$ cat src/rtl/cache_refill_arbiter.sv
// Round-robin refill arbiter that lets the ICache and DCache share one AXI4 read channel.
// Each granted miss becomes one INCR burst, and the assembled line goes back to the granted cache as a single-cycle pulse.
module cache_refill_arbiter #(
   parameter int         LINE_WORDS = 8,
   parameter logic [3:0] ICACHE_ID  = 4'd0,
   parameter logic [3:0] DCACHE_ID  = 4'd1
) (
   input  logic                     clk,
   input  logic                     rst,
   input  logic                     icache_ren_i,
   input  logic [31:0]              icache_araddr_i,
   output logic                     icache_rvalid_o,
   output logic [32*LINE_WORDS-1:0] icache_rdata_o,
   input  logic                     dcache_ren_i,
   input  logic [31:0]              dcache_araddr_i,
   output logic                     dcache_rvalid_o,
   output logic [32*LINE_WORDS-1:0] dcache_rdata_o,
   output logic [3:0]               arid,
   output logic [31:0]              araddr,
   output logic [7:0]               arlen,
   output logic [2:0]               arsize,
   output logic [1:0]               arburst,
   output logic                     arvalid,
   input  logic                     arready,
   input  logic [3:0]               rid,
   input  logic [31:0]              rdata,
   input  logic [1:0]               rresp,
   input  logic                     rlast,
   input  logic                     rvalid,
   output logic                     rready
);

   localparam int          CNT_W       = $clog2(LINE_WORDS);
   localparam logic [31:0] OFFSET_MASK = 32'(LINE_WORDS * 4 - 1);

   typedef enum logic [1:0] {IDLE, AR, RD, DONE} state_t;

   state_t            state_reg, state_next;
   logic              owner_reg, owner_next;          // 1 = DCache
   logic              last_grant_reg, last_grant_next;
   logic [31:0]       addr_reg, addr_next;
   logic [CNT_W-1:0]  cnt_reg, cnt_next;
   logic [31:0]       line_reg [LINE_WORDS];
   logic              beat;
   logic              grant_d;

   // Responses are accepted regardless of ID or error status.
   logic unused_inputs;
   assign unused_inputs = ^{rid, rresp};

   always_ff @(posedge clk) begin
      if (!rst) begin
         state_reg      <= IDLE;
         owner_reg      <= 1'b0;
         last_grant_reg <= 1'b0;
         addr_reg       <= '0;
         cnt_reg        <= '0;
      end else begin
         state_reg      <= state_next;
         owner_reg      <= owner_next;
         last_grant_reg <= last_grant_next;
         addr_reg       <= addr_next;
         cnt_reg        <= cnt_next;
      end
   end

   always_comb begin
      state_next      = state_reg;
      owner_next      = owner_reg;
      last_grant_next = last_grant_reg;
      addr_next       = addr_reg;
      cnt_next        = cnt_reg;
      grant_d         = 1'b0;
      beat            = 1'b0;
      arvalid         = 1'b0;
      rready          = 1'b0;
      icache_rvalid_o = 1'b0;
      dcache_rvalid_o = 1'b0;
      case (state_reg)
         IDLE: begin
            if (icache_ren_i || dcache_ren_i) begin
               // On a tie, the cache that was not granted last time wins.
               grant_d         = dcache_ren_i && (!icache_ren_i || !last_grant_reg);
               owner_next      = grant_d;
               last_grant_next = grant_d;
               addr_next       = (grant_d ? dcache_araddr_i : icache_araddr_i) & ~OFFSET_MASK;
               state_next      = AR;
            end
         end
         AR: begin
            arvalid = 1'b1;
            if (arready) state_next = RD;
         end
         RD: begin
            rready = 1'b1;
            if (rvalid) begin
               beat = 1'b1;
               if (rlast) begin
                  cnt_next   = '0;
                  state_next = DONE;
               end else begin
                  cnt_next = cnt_reg + 1'b1;
               end
            end
         end
         DONE: begin
            // If the owner has already withdrawn its request (flush), the pulse is suppressed.
            icache_rvalid_o = !owner_reg && icache_ren_i;
            dcache_rvalid_o = owner_reg && dcache_ren_i;
            state_next      = IDLE;
         end
         default: state_next = IDLE;
      endcase
   end

   assign arid    = owner_reg ? DCACHE_ID : ICACHE_ID;
   assign araddr  = addr_reg;
   assign arlen   = 8'(LINE_WORDS - 1);
   assign arsize  = 3'b010;
   assign arburst = 2'b01;

   generate
      for (genvar gi = 0; gi < LINE_WORDS; gi++) begin : g_line
         always_ff @(posedge clk) begin
            if (!rst)
               line_reg[gi] <= '0;
            else if (beat && cnt_reg == CNT_W'(gi))
               line_reg[gi] <= rdata;
         end
         assign icache_rdata_o[32*gi +: 32] = line_reg[gi];
         assign dcache_rdata_o[32*gi +: 32] = line_reg[gi];
      end
   endgenerate

endmodule

$ cat config.mk
export PLATFORM = sky130hd
export DESIGN_NAME = cache_refill_arbiter
export DESIGN_NICKNAME = d
export VERILOG_FILES = /design/src/rtl/cache_refill_arbiter.sv
export SDC_FILE = /design/constraint.sdc
export NUM_CORES = 1
export LEC_CHECK = 0
export ABC_AREA = 1
export BUFFER_PORTS_ARGS = -buffer_cell sky130_fd_sc_hd__buf_2
export CORE_AREA = 2 2 259 261
export DETAILED_ROUTE_END_ITERATION = 8
export DIE_AREA = 0 0 261 263
export REMOVE_ABC_BUFFERS = 1
export SYNTH_ARGS = -nofsm -noshare
export SYNTH_HDL_FRONTEND = slang
export SYNTH_SLANG_ARGS = --single-unit
$ cat constraint.sdc
create_clock -name clk -period 4.4 [get_ports clk]
set_clock_uncertainty 0.2 [all_clocks]
set_input_delay 0.44 -clock clk [delete_from_list [all_inputs] [get_ports clk]]
set_output_delay 0.44 -clock clk [all_outputs]
set_load 0.05 [all_outputs]
## After elaboration in Yosys (flattened, before gate mapping)

Memories as Yosys holds them, arrays and structs flattened.
Cells that the tools add are included.

- Register bits: 33
- Memory bits (writable): 256
- Bits of input ports: 109
- Output and inout bits: 565
- Memories kept: 1

- Add/subtract/negate cells: 1
- Equality and inequality tests: 14
- Multiplexer cells: 47
- Bitwise operators: 8
- Reductions and logical operators: 20

Memory list:

| name | depth | bits a word | rd ports | clocked after Yosys merged registers in | wr ports | line | RTL |
|---|---|---|---|---|---|---|---|
| line_reg | 8 | 32 | 8 | 0 | 8 | 43 | `logic [31:0] line_reg [LINE_WORDS];` |

Operators with widths:

| cell | number |
|---|---|
| 32-bit two-way mux | 9 |
| 1-bit two-way mux | 32 |
| 3-bit equality test, second input constant | 4 |
| 1-bit logical AND | 11 |
| 2-bit two-way mux | 4 |
| 2-bit != test, second input constant | 4 |
| 1-bit bitwise OR | 8 |
| 2-bit one-hot mux with 4 select lines | 1 |
| 3-bit by 2-bit equality test with 1-bit output, second input constant | 2 |
| 2-bit equality test, second input constant | 2 |
| 2-bit AND reduction | 2 |
| 4-bit AND reduction | 1 |
| 3-bit by 1-bit adder with 3-bit output, second input constant | 1 |
| 3-bit by 1-bit equality test with 1-bit output, second input constant | 1 |
| 3-bit zero test | 1 |
| 3-bit two-way mux | 1 |
| 2-bit by 1-bit equality test with 1-bit output, second input constant | 1 |
| 1-bit zero test | 2 |
| 2-bit zero test | 1 |
| 1-bit logical OR | 2 |

## Longest topological paths before layout

- Depth after elaboration: 7
- Mapped depth: 9

## Least setup slack after synthesis

OpenSTA, ideal clock, no wires.

- Kind: register to register
- From: register state_reg[0]
- To: memory line_reg[5][0] (netlist: line_reg[1][32]) (enable)
- Data arrival time: 3.326 ns
- Data required time: 3.734 ns
- Setup slack: 0.408 ns
- Stages on the path, launching flop included: 8
- Buffers on the path: 1
- Period minus slack after synthesis: 3.992 ns
- Path through: dfxtp_1 inv_1 ha_1 nand2_2 inv_2 buf_6 nand2_1 o21ai_0

RTL lines:

| element | line | RTL |
|---|---|---|
| start: declaration | 38 | `state_t state_reg, state_next;` |
| start signal: assignment | 59 | `state_reg <= state_next;` |
| end: declaration | 43 |  |

==> results.toml <==
[min_path]
hold-path-cell-count = 5
hp-start = "dcache_araddr_i[24]"
whs_endpoint = "araddr[24]"
hold_path_class = "input pin to flop"

[floorplan]
dieArea_um2 = 68600
die_x_um = 261
start_util = 0.199
fp-row-count = 94
ioPinCount = 674
fp.dieH_um = 263
coreArea_um2 = 65600

[drt]
dr.pass1.iters = 5
vias_per_cell = 3.80
wl_per_cell_um = 20.6
dr_total_vias = 9477
ant_nets = 0
drc = 0
dr.first_iter.drc_count = 849
wirelength_um = 51500

[place]
dpl_cell_area_um2 = 15300
portBuffers = 636
dp_hpwl_um = 36400
post-place-ws_ns = 1.27
gp_congestion = 0.779

[layout]
layout_common_cells = "buf_2 (636), nor2_1 (345), edfxtp_1 (256), inv_1 (76), nand2_1 (68)"
num-fill-cells = 6848
drive_gt1_frac = 0.447
final_common_cell = "buf_2"
fin_area_um2 = 16900
largest_reg_flops = 256
fin_nets = 1723
synthToLayoutAreaGrowth_pct = 29.2

[worst_setup_path]
crit_slowest_cell = "o21ai_4"
end_kind = "flop"
r2r_setup_slack_ns = 1.30
crit_buf_inv = 3
r2r_end = "line_reg[1][38]"
reg2reg_from = "state_reg[0]"
critPathKind = "flop to flop"
cp.arrival_ns = 3.07
r2r_cells = 7
cpLargestDelayFamily = "buffers and inverters"
crit_chain = "inv_1, ha_1, nand2_2, inv_2, nand2_1, o21ai_4, buf_4"
cp.required_ns = 4.37
cp_slowest_stage_delay_ns = 0.53
crit_fanout = 22
start_kind = "flop"

[global_route]
grt_pass1_vias = 9076
gr-usage-all-layers = 0.144
grt_max_degree = 55
antenna_found_initial = 5
grt_remaining_overflow = 0
grt_pass1_wl_um = 68400

[sta]
grt_setup_unrepaired = "false"
finalSetupTns_ns = 0
fmax_mhz = 323
setup_violations = 0
fin_crit_sh = 0.704
hold_violations = 0
timing.final.ws_setup_ns = 1.30
slew_viol_final = 0
tightest_slew_ns = 1.13
slew_headroom = 0.247
fin_crit_ns = 3.10

[clock_network]
cts_resized = 0
numCtsBuffers = 37
cts-root-buf = "clkbuf_16"
htree_num_levels = 2
clkLatencyLatePin_ns = 0.53
clock-sinks = 289
cts.path.max_buffers = 3
path_clk_slew_ns = 0.06
cts_tree = "done"

[pwr]
p_leak_nw = 8.19
ir_worst_vdd_v = 0.000330
design_power_total_w = 0.00885
power_density_nw_per_um2 = 524

[synth]
ys_types = 27
synth_top_family_by_area = "buffers and inverters"
synth_fa_ha_area_frac = 0.0115
synthCells = 1175
ys_ff_latch = 289
synth-seq-area-share = 0.638
synth.area.mux_share = 0
synth-simple-area-share = 0.131
syn_area_um2 = 13100
synth_xor_xnor_area_share = 0
synth_compound_area_frac = 0.0162
ys_warn_count = 0
syn_avg_cell_area_um2 = 11.1

[status]
status = "complete, no violations"

[flow_run]
cap_violations = 0
==> kinds of logic (layout without fill, tap and decap cells) <==
family,count (synthesis),count (layout)
other,2,22
AND/OR/NAND/NOR,432,432
buffers and inverters,399,835
flip-flops,289,289
AO/OA/AOI/OAI,41,41
adder cells (fa/ha/maj),12,12
==> metrics by stage <==
step | util | instances | hold slack, ns
final | 0.258 | 2495 | 0.0523
after global placement | 0.233 | 2391 | 0.289
after CTS | 0.258 | 2494 | 0.00226
after global routing | 0.258 | 2494 | 0.0343
after floorplan | - | 875 | 0.274
after detailed placement | 0.233 | 2391 | 0.300
==> repair_timing <==
item                                   4_1_cts  5_1_grt
setup buffers                                0        0
hold buffers                                36        0
endpoints found under the hold margin       23        0
==> final cells by class <==
| type | instances | area, um2 | area share |
|---|---|---|---|
| Sequential cell | 289 | 8350 | 0.494 |
| Timing Repair Buffer | 688 | 3660 | 0.217 |
| Multi-Input combinational cell | 506 | 2250 | 0.133 |
| Tap cell | 864 | 1080 | 0.0639 |
| Clock buffer | 46 | 1000 | 0.0593 |
| Inverter | 80 | 300 | 0.0178 |
| Clock inverter | 21 | 260 | 0.0154 |
| Antenna cell | 1 | 2.50 | 0.000148 |
==> power by group <==
group	switching, W	internal, W
Sequential	0.000142	0.00322
Combinational	0.00187	0.000454
Clock	0.00125	0.00193
Total	0.00326	0.00560
==> worst min-delay path, stage by stage <==
cell and delay, ns:
buf_2 0.08, inv_1 0.03, nor2_1 0.09, nor2_1 0.05
nor2_1 0.06
==> Yosys cell counts, drive strengths merged <==
cell type,n,share of area
a21oi,5,0.0019
o21ai,33,0.013
nor3,2,0.00076
clkbuf,8,0.0025
nand3,6,0.0031
ha,12,0.011
nand4,6,0.0068
and2,1,0.00048
nor2,346,0.10
o31ai,2,0.0011
inv,80,0.023
dfxtp,33,0.050
conb,2,0.00057
o22ai,1,0.00048
nand2,71,0.021
edfxtp,256,0.59
buf,311,0.18
==> worst max path at each step <==
| stage | startpoint | end | slack (ns) | depth (start not counted) |
|---|---|---|---|---|
| 2_1_floorplan | state_reg[0] | line_reg[1][32] | 0.39 | 6 |
| 3_3_place_gp | state_reg[0] | line_reg[1][38] | 1.31 | 7 |
| 3_5_place_dp | state_reg[0] | line_reg[1][35] | 1.27 | 7 |
| 4_1_cts | state_reg[0] | line_reg[1][61] | 1.25 | 7 |
| 5_1_grt | state_reg[0] | line_reg[1][38] | 1.14 | 7 |
| 6_report | state_reg[0] | line_reg[1][38] | 1.30 | 7 |
==> metal layers <==
layer | global-route usage | vias to the layer above | routed length (um)
met5 | 0 | - | 0
met4 | 0.0336 | 0 | 820
met3 | 0.0376 | 49 | 4400
met2 | 0.254 | 550 | 25900
met1 | 0.172 | 4540 | 20300
li1 | - | 4338 | -
(Power assumes the default switching activity.)
